[config.mk]
export PLATFORM = sky130hd
export DESIGN_NAME = led_pattern_gen
export DESIGN_NICKNAME = d
export VERILOG_FILES = /design/src/rtl/led_pkg.sv /design/src/rtl/led_tick_prescaler.sv /design/src/rtl/led_pattern_gen.sv
export SDC_FILE = /design/constraint.sdc
export NUM_CORES = 1
export LEC_CHECK = 0
export CAP_MARGIN = 20
export CELL_PAD_IN_SITES_DETAIL_PLACEMENT = 1
export CELL_PAD_IN_SITES_GLOBAL_PLACEMENT = 1
export CORE_UTILIZATION = 45
export DETAILED_ROUTE_END_ITERATION = 12
export PLACE_DENSITY = 0.85
export SLEW_MARGIN = 20
export SYNTH_ARGS = -nofsm -noshare
export SYNTH_HDL_FRONTEND = slang
export SYNTH_HIERARCHICAL = 1
export SYNTH_SLANG_ARGS = --single-unit
[constraint.sdc]
create_clock -name iCLK -period 7.4 [get_ports iCLK]
set_input_delay 1.48 -clock iCLK [delete_from_list [all_inputs] [get_ports iCLK]]
set_output_delay 1.48 -clock iCLK [all_outputs]
set_load 0.02 [all_outputs]
[src/rtl/led_pkg.sv]
// rtl/led_pkg.sv - shared constants and types for the LED pattern generator
package led_pkg;

    // Pattern selection codes carried on iMODE
    localparam logic [1:0] MODE_ROT_L = 2'd0;
    localparam logic [1:0] MODE_ROT_R = 2'd1;
    localparam logic [1:0] MODE_PING  = 2'd2;
    localparam logic [1:0] MODE_BLINK = 2'd3;

    // Width of the speed select; the step period is TICK_DIV >> iSPEED
    localparam int SPEED_W = 2;

    // Ping-pong travel direction of the lit LED
    typedef enum logic {
        DIR_UP   = 1'b0,
        DIR_DOWN = 1'b1
    } dir_e;

endpackage

[src/rtl/led_tick_prescaler.sv]
// rtl/led_tick_prescaler.sv - programmable step prescaler with registered tick pulse
module led_tick_prescaler
    import led_pkg::*;
#(
    parameter int TICK_DIV = 25000000
) (
    input  logic               iCLK,
    input  logic               iRST,
    input  logic               iCLR,
    input  logic               iEN,
    input  logic [SPEED_W-1:0] iSPEED,
    output logic               oSTEP,
    output logic               oTICK
);

    localparam int          CNT_W = (TICK_DIV > 1) ? $clog2(TICK_DIV) : 1;
    localparam logic [31:0] DIV   = 32'(TICK_DIV);

    logic [CNT_W-1:0] cnt_q;
    logic [CNT_W-1:0] cnt_d;
    logic             tick_q;
    logic             tick_d;
    logic [31:0]      lim_m1;

    // Count toward the speed-dependent limit; the >= compare makes a speed-up
    // with the count already past the new limit step at once instead of wrapping.
    always_comb begin
        lim_m1 = (DIV >> iSPEED) - 32'd1;
        cnt_d  = cnt_q;
        tick_d = 1'b0;
        if (iCLR) begin
            cnt_d = '0;
        end else if (iEN) begin
            if (32'(cnt_q) >= lim_m1) begin
                cnt_d  = '0;
                tick_d = 1'b1;
            end else begin
                cnt_d = cnt_q + CNT_W'(1);
            end
        end
    end

    // Counter and tick registers
    always_ff @(posedge iCLK) begin
        if (iRST) begin
            cnt_q  <= '0;
            tick_q <= 1'b0;
        end else begin
            cnt_q  <= cnt_d;
            tick_q <= tick_d;
        end
    end

    // oSTEP is the step decision for the owner's state update; oTICK is its registered copy
    assign oSTEP = tick_d;
    assign oTICK = tick_q;

endmodule

[src/rtl/led_pattern_gen.sv]
// rtl/led_pattern_gen.sv - run-time selectable LED pattern generator
module led_pattern_gen
    import led_pkg::*;
#(
    parameter int N_LED      = 4,
    parameter int TICK_DIV   = 25000000,
    parameter bit ACTIVE_LOW = 1'b1
) (
    input  logic               iCLK,
    input  logic               iRST,
    input  logic [1:0]         iMODE,
    input  logic [SPEED_W-1:0] iSPEED,
    input  logic               iPAUSE,
    output logic [N_LED-1:0]   oLED,
    output logic               oTICK
);

    localparam logic [N_LED-1:0] PAT_INIT = N_LED'(1);

    logic [1:0]       mode_q;
    logic [1:0]       mode_d;
    logic [N_LED-1:0] pat_q;
    logic [N_LED-1:0] pat_d;
    dir_e             dir_q;
    dir_e             dir_d;
    logic             mode_chg;
    logic             step;
    logic [N_LED-1:0] nxt;

    assign mode_chg = (iMODE != mode_q);

    led_tick_prescaler #(
        .TICK_DIV (TICK_DIV)
    ) u_prescaler (
        .iCLK   (iCLK),
        .iRST   (iRST),
        .iCLR   (mode_chg),
        .iEN    (!iPAUSE),
        .iSPEED (iSPEED),
        .oSTEP  (step),
        .oTICK  (oTICK)
    );

    // Next pattern: a mode change reloads and wins over a step; otherwise advance by mode
    always_comb begin
        mode_d = iMODE;
        pat_d  = pat_q;
        dir_d  = dir_q;
        nxt    = pat_q;
        if (mode_chg) begin
            dir_d = DIR_UP;
            pat_d = (iMODE == MODE_BLINK) ? '1 : PAT_INIT;
        end else if (step) begin
            case (mode_q)
                MODE_ROT_L: pat_d = (pat_q << 1) | (pat_q >> (N_LED - 1));
                MODE_ROT_R: pat_d = (pat_q >> 1) | (pat_q << (N_LED - 1));
                MODE_PING: begin
                    if (dir_q == DIR_UP) begin
                        nxt   = pat_q << 1;
                        dir_d = nxt[N_LED-1] ? DIR_DOWN : DIR_UP;
                    end else begin
                        nxt   = pat_q >> 1;
                        dir_d = nxt[0] ? DIR_UP : DIR_DOWN;
                    end
                    // Shifting off either end (only possible with one LED) parks at bit 0
                    if (nxt == '0) begin
                        nxt   = PAT_INIT;
                        dir_d = DIR_UP;
                    end
                    pat_d = nxt;
                end
                default: pat_d = ~pat_q;
            endcase
        end
    end

    // Mode, pattern and direction registers
    always_ff @(posedge iCLK) begin
        if (iRST) begin
            mode_q <= MODE_ROT_L;
            pat_q  <= PAT_INIT;
            dir_q  <= DIR_UP;
        end else begin
            mode_q <= mode_d;
            pat_q  <= pat_d;
            dir_q  <= dir_d;
        end
    end

    // Pin polarity applied straight to the pattern register
    assign oLED = ACTIVE_LOW ? ~pat_q : pat_q;

endmodule

# ---- After elaboration in Yosys (flattened, before gate mapping)
# Cells that the tools add are included.
dict set report word_totals {
  regBits 33
  out_inout_bits 5
  in_bits 7
}
dict set report op_classes {
  bitwise 3
  n_reduce_logical 5
  shifts 1
  order_cmp 1
  muxes 17
  n_addsub 2
  eq_ne 4
}
# op count
set ops {}
lappend ops {{25-bit by 32-bit greater-or-equal comparator with 1-bit output} 1}
lappend ops {{4-bit 2-to-1 mux} 8}
lappend ops {{25-bit by 2-bit >> shifter with 32-bit output (first input constant)} 1}
lappend ops {{32-bit by 1-bit subtractor with 32-bit output (second input constant)} 1}
lappend ops {{25-bit by 1-bit adder with 25-bit output (second input constant)} 1}
lappend ops {{25-bit 2-to-1 mux} 1}
lappend ops {{4-bit case mux with 3 select lines} 1}
lappend ops {{1-bit 2-to-1 mux} 7}
lappend ops {{2-bit equality test (second input constant)} 2}
lappend ops {{4-bit zero test} 1}
lappend ops {{4-bit inverter} 1}
lappend ops {{3-bit by 4-bit bitwise OR with 4-bit output} 1}
lappend ops {{4-bit by 1-bit bitwise OR with 4-bit output} 1}
lappend ops {{2-bit by 1-bit equality test with 1-bit output (second input constant)} 1}
lappend ops {{2-bit zero test} 1}
lappend ops {{2-bit != test} 1}
lappend ops {{2-bit AND reduction} 1}
lappend ops {{2-bit nonzero test} 1}
lappend ops {{2-bit OR reduction} 1}

# ---- Logic depth before layout (Yosys ltp)
dict set report depth {
  ltp_word 13
  depth_mapped 14
  depth_no_buf 14
}

# ---- Hierarchy
# Netlist, hierarchy kept.
# mod area_per_inst_um2 cells_per_inst seq_area_each_um2 n_inst
set modules_own_cells {}
lappend modules_own_cells {led_tick_prescaler 1725.4 203 520.5 1}
lappend modules_own_cells {led_pattern_gen 576.8 72 140.1 1}

# ---- Worst setup path after synthesis
# OpenSTA, ideal clock, no wires.
dict set report synth_path {
  kind {input to register}
  from {input port iSPEED[0]}
  to {register pat_q[0]}
  setup_slack_ns 3.522
  t_arrival_ns 3.744
  path_stages 13
  required_time_ns 7.266
  setup_time_ns 0.134
  path_cell_list {inv_1 > nor2_1 > inv_1 > ha_1 > nand3_1 > nor3_1 > a22oi_1 > and3_1 > a21oi_1 > inv_1 > o21ai_0 > nand2_1 > or4_1}
}
dict set report synth_between {
  elab_chain_cells 7
}
# element line
set synth_lines {}
lappend synth_lines {{from (decl)} led_pattern_gen.sv:12} ;# input logic [SPEED_W-1:0] iSPEED,
lappend synth_lines {{25-bit by 2-bit >> shifter with 32-bit output} led_tick_prescaler.sv:28} ;# lim_m1 = (DIV >> iSPEED) - 32'd1;
lappend synth_lines {{32-bit by 1-bit subtractor with 32-bit output} led_tick_prescaler.sv:28}
lappend synth_lines {{25-bit by 32-bit greater-or-equal comparator with 1-bit output} led_tick_prescaler.sv:34} ;# if (32'(cnt_q) >= lim_m1) begin
lappend synth_lines {{1-bit 2-to-1 mux} led_tick_prescaler.sv:34}
lappend synth_lines {{1-bit 2-to-1 mux} led_tick_prescaler.sv:33} ;# end else if (iEN) begin
lappend synth_lines {{1-bit 2-to-1 mux} led_tick_prescaler.sv:31} ;# if (iCLR) begin
lappend synth_lines {{named net step} led_pattern_gen.sv:27} ;# logic step;
lappend synth_lines {{2-bit nonzero test (no line)} -}
lappend synth_lines {{to (signal assigned)} led_pattern_gen.sv:85} ;# pat_q <= pat_d;
lappend synth_lines {{to (decl)} led_pattern_gen.sv:22} ;# logic [N_LED-1:0] pat_q;
# The timed path passes the listed nets, and every way through them passes these cells.
# A chain may end at the register's enable or synchronous reset.

# ---- Final worst setup path
# Same ends and word-level chain as after synthesis.

==> results.sh <==
export IMPL_htree_levels=2
export IMPL_syn_area_um2=2300
export IMPL_start_kind="primary input"
export IMPL_synth_main_ff_cell="dfxtp_1"
export IMPL_min_path_cells=2
export IMPL_synthTopCellsByArea="dfxtp_1 (29%), ha_1 (12%), nor3_1 (6.5%)"
export IMPL_area_growth_pct=8.75
export IMPL_power_density_nw_per_um2=142
export IMPL_syn_area_per_cell_um2=8.37
export IMPL_cp_required_ps=7550
export IMPL_grt_overflow=0
export IMPL_cts_clk_slew_worst_paths_ps=60
export IMPL_async_flop_share_pct=0
export IMPL_num_fill_cells=617
export IMPL_dieArea_um2=5410
export IMPL_holdBufCountCts=0
export IMPL_finalNetCount=311
export IMPL_maxCapViolCount=0
export IMPL_cellLeakagePower_nw=0.942
export IMPL_grt_max_degree=26
export IMPL_worst_pin_slew_ps=985
export IMPL_cts_setup_buffers=0
export IMPL_cts_buffers=5
export IMPL_die_w_um=73.5
export IMPL_slew_headroom_pct=34.3
export IMPL_grt_pass1_wl_um=9280
export IMPL_clock_sinks=33
export IMPL_finalSetupTns_ps=0
export IMPL_die_h_um=73.5
export IMPL_hpwl_um=4120
export IMPL_crit_path_max_fanout=6
export IMPL_core_area_um2=4820
export IMPL_gp_congestion=0.861
export IMPL_postCtsResizedCells=0
export IMPL_period_share_pct=60.6
export IMPL_cts_tree="done"
export IMPL_viasPerCell=5.81
export IMPL_rsz0062_at_grt="false"
export IMPL_ys_types=54
export IMPL_hold_path_class="register to register"
export IMPL_synth_edf_count=0
export IMPL_dr_pass1_iters=4
export IMPL_cts_root_buf="clkbuf_8"
export IMPL_antenna_cells=0
export IMPL_holdWs_ps=518
export IMPL_ios=12
export IMPL_ys_warn_count=6
export IMPL_irDropWorstVdd_mv=0.0857
export IMPL_critical_path_endpoint_type="register"
export IMPL_yosys_area_top_type="dfxtp_1"
export IMPL_rows=25
export IMPL_fin_area_um2=2500
export IMPL_setup_viol=0
export IMPL_antenna_found_initial=0
export IMPL_layout_drive_gt1_share_pct=8.48
export IMPL_status="finished clean"
export IMPL_hold_violations=0
export IMPL_cts_buffer_depth=2
export IMPL_fin_skew_ps=3.17
export IMPL_initial_utilization_pct=47.8
export IMPL_dpl_instance_area_um2=2420
export IMPL_crit_type="primary input to register"
export IMPL_max_freq_ghz=0.223
export IMPL_slew_violations=0
export IMPL_wire_per_inst_um=15.8
export IMPL_r2r_cells=10
export IMPL_ys_seq_elements=33
export IMPL_netlist_area_leader_share_pct=28.7
export IMPL_cp_arrival_ps=4640
export IMPL_wl_um=5520
export IMPL_grt_pass1_vias=2002
export IMPL_drt_iter0_drc=70
export IMPL_min_period_ps=4490
export IMPL_num_vias=2035
export IMPL_drc=0
export IMPL_portBuffers=11
export IMPL_grt_usage_pct=22.4
export IMPL_clock_latency_ps=280
export IMPL_ant_nets=0
export IMPL_synth_cells=275
export IMPL_yosysSeqAreaShare_pct=28.7
-- critical path: stages --
cell and delay [ps]:
clkdlybuf4s50_1 530, inv_1 110, nor2_1 140, inv_1 70
ha_1 290, nand3_1 140, nor3_1 330, o311ai_1 200
and3_1 200, a21oi_1 340, inv_1 110, o21ai_0 170
nand2_1 60, or4_1 470
-- flip-flops by register name (all words and copies together) (netlist names) --
name               flops
u_prescaler/oTICK      1
u_prescaler/cnt_q     25
dir_q                  1
pat_q                  4
mode_q                 2
-- final cells by class --
class | instances | area (um^2) | share of cell area, %
Clock buffer | 8 | 80.1 | 3.20
Inverter | 17 | 63.8 | 2.55
Multi-Input combinational cell | 214 | 1510 | 60.1
Sequential cell | 33 | 661 | 26.4
Tap cell | 67 | 83.8 | 3.35
Timing Repair Buffer | 11 | 110 | 4.40
-- Yosys cell counts, drive strengths merged (2+ instances only) --
cell type / instances
nand4: 9
a21oi: 12
nand2: 20
nand3: 11
xor2: 9
o21ai: 10
nor3: 33
buf: 8
and3b: 2
a221oi: 3
and4: 2
nor2: 16
a22oi: 3
or4: 4
nand2b: 2
a31oi: 4
and3: 3
xnor2: 15
inv: 17
nand3b: 3
dfxtp: 33
a211oi: 4
ha: 22
nor4: 4
nor2b: 7
clkbuf: 4
a21o: 3
-- layer usage --
metal	global-route usage, %	vias up	share of wire, %
li1	-	1007	-
met1	29.2	988	47
met2	37.6	33	48
met3	4.66	7	4.0
met4	5.77	0	0.80
met5	0	-	0
-- cell families after synthesis --
| logic type | share of synthesized area (%) |
|---|---|
| fa+ha+maj | 12.0 |
| buf+inv | 6.30 |
| compound gates | 12.6 |
| xor+xnor | 9.95 |
| simple gates | 29.9 |
| other cells | 0.163 |
| flops | 28.7 |
| mux | 0.435 |
-- where the power goes --
part	total [W]	switching, W	internal (W)
Clock	0.000129	0.0000623	0.0000668
Combinational	0.0000411	0.0000236	0.0000175
Sequential	0.000186	0.00000568	0.000180
-- metrics by stage --
step           total power, W  setup WS [ps]  cells  util [%]
2_1_floorplan        0.000218           3520    276         -
3_3_place_gp         0.000230           2750    342      50.2
3_5_place_dp         0.000230           2620    342      50.2
4_1_cts              0.000360           2920    350      51.9
5_1_grt              0.000372           2630    350      52.0
6_report             0.000356           2910    350      52.0
-- path summary, 6_finish.rpt --
check | slack (ps) | start | to
max reg2reg | 4590 | u_prescaler/cnt_q[21]$_SDFFE_PP0P_ | pat_q[0]$_SDFFE_PP1P_
max | 2910 | iSPEED[0] | pat_q[0]$_SDFFE_PP1P_
min | 520 | u_prescaler/cnt_q[0]$_SDFFE_PP0P_ | u_prescaler/cnt_q[0]$_SDFFE_PP0P_
min reg2reg | 520 | u_prescaler/cnt_q[0]$_SDFFE_PP0P_ | u_prescaler/cnt_q[0]$_SDFFE_PP0P_
-- placed cells by master (no fill, tap or decap), drive strengths merged, types with 4 or more instances in the layout --
| cell type | instances |
|---|---|
| dfxtp | 33 |
| nand4 | 9 |
| a21oi | 12 |
| nor2 | 16 |
| or4 | 4 |
| clkdlybuf4s50 | 11 |
| nand3 | 11 |
| o21ai | 10 |
| nor4 | 4 |
| clkbuf | 8 |
| ha | 22 |
| nor2b | 7 |
| a31oi | 4 |
| nand2 | 20 |
| a211oi | 4 |
| xor2 | 9 |
| inv | 17 |
| nor3 | 33 |
| xnor2 | 15 |
Power figures use the tool's default switching activity.
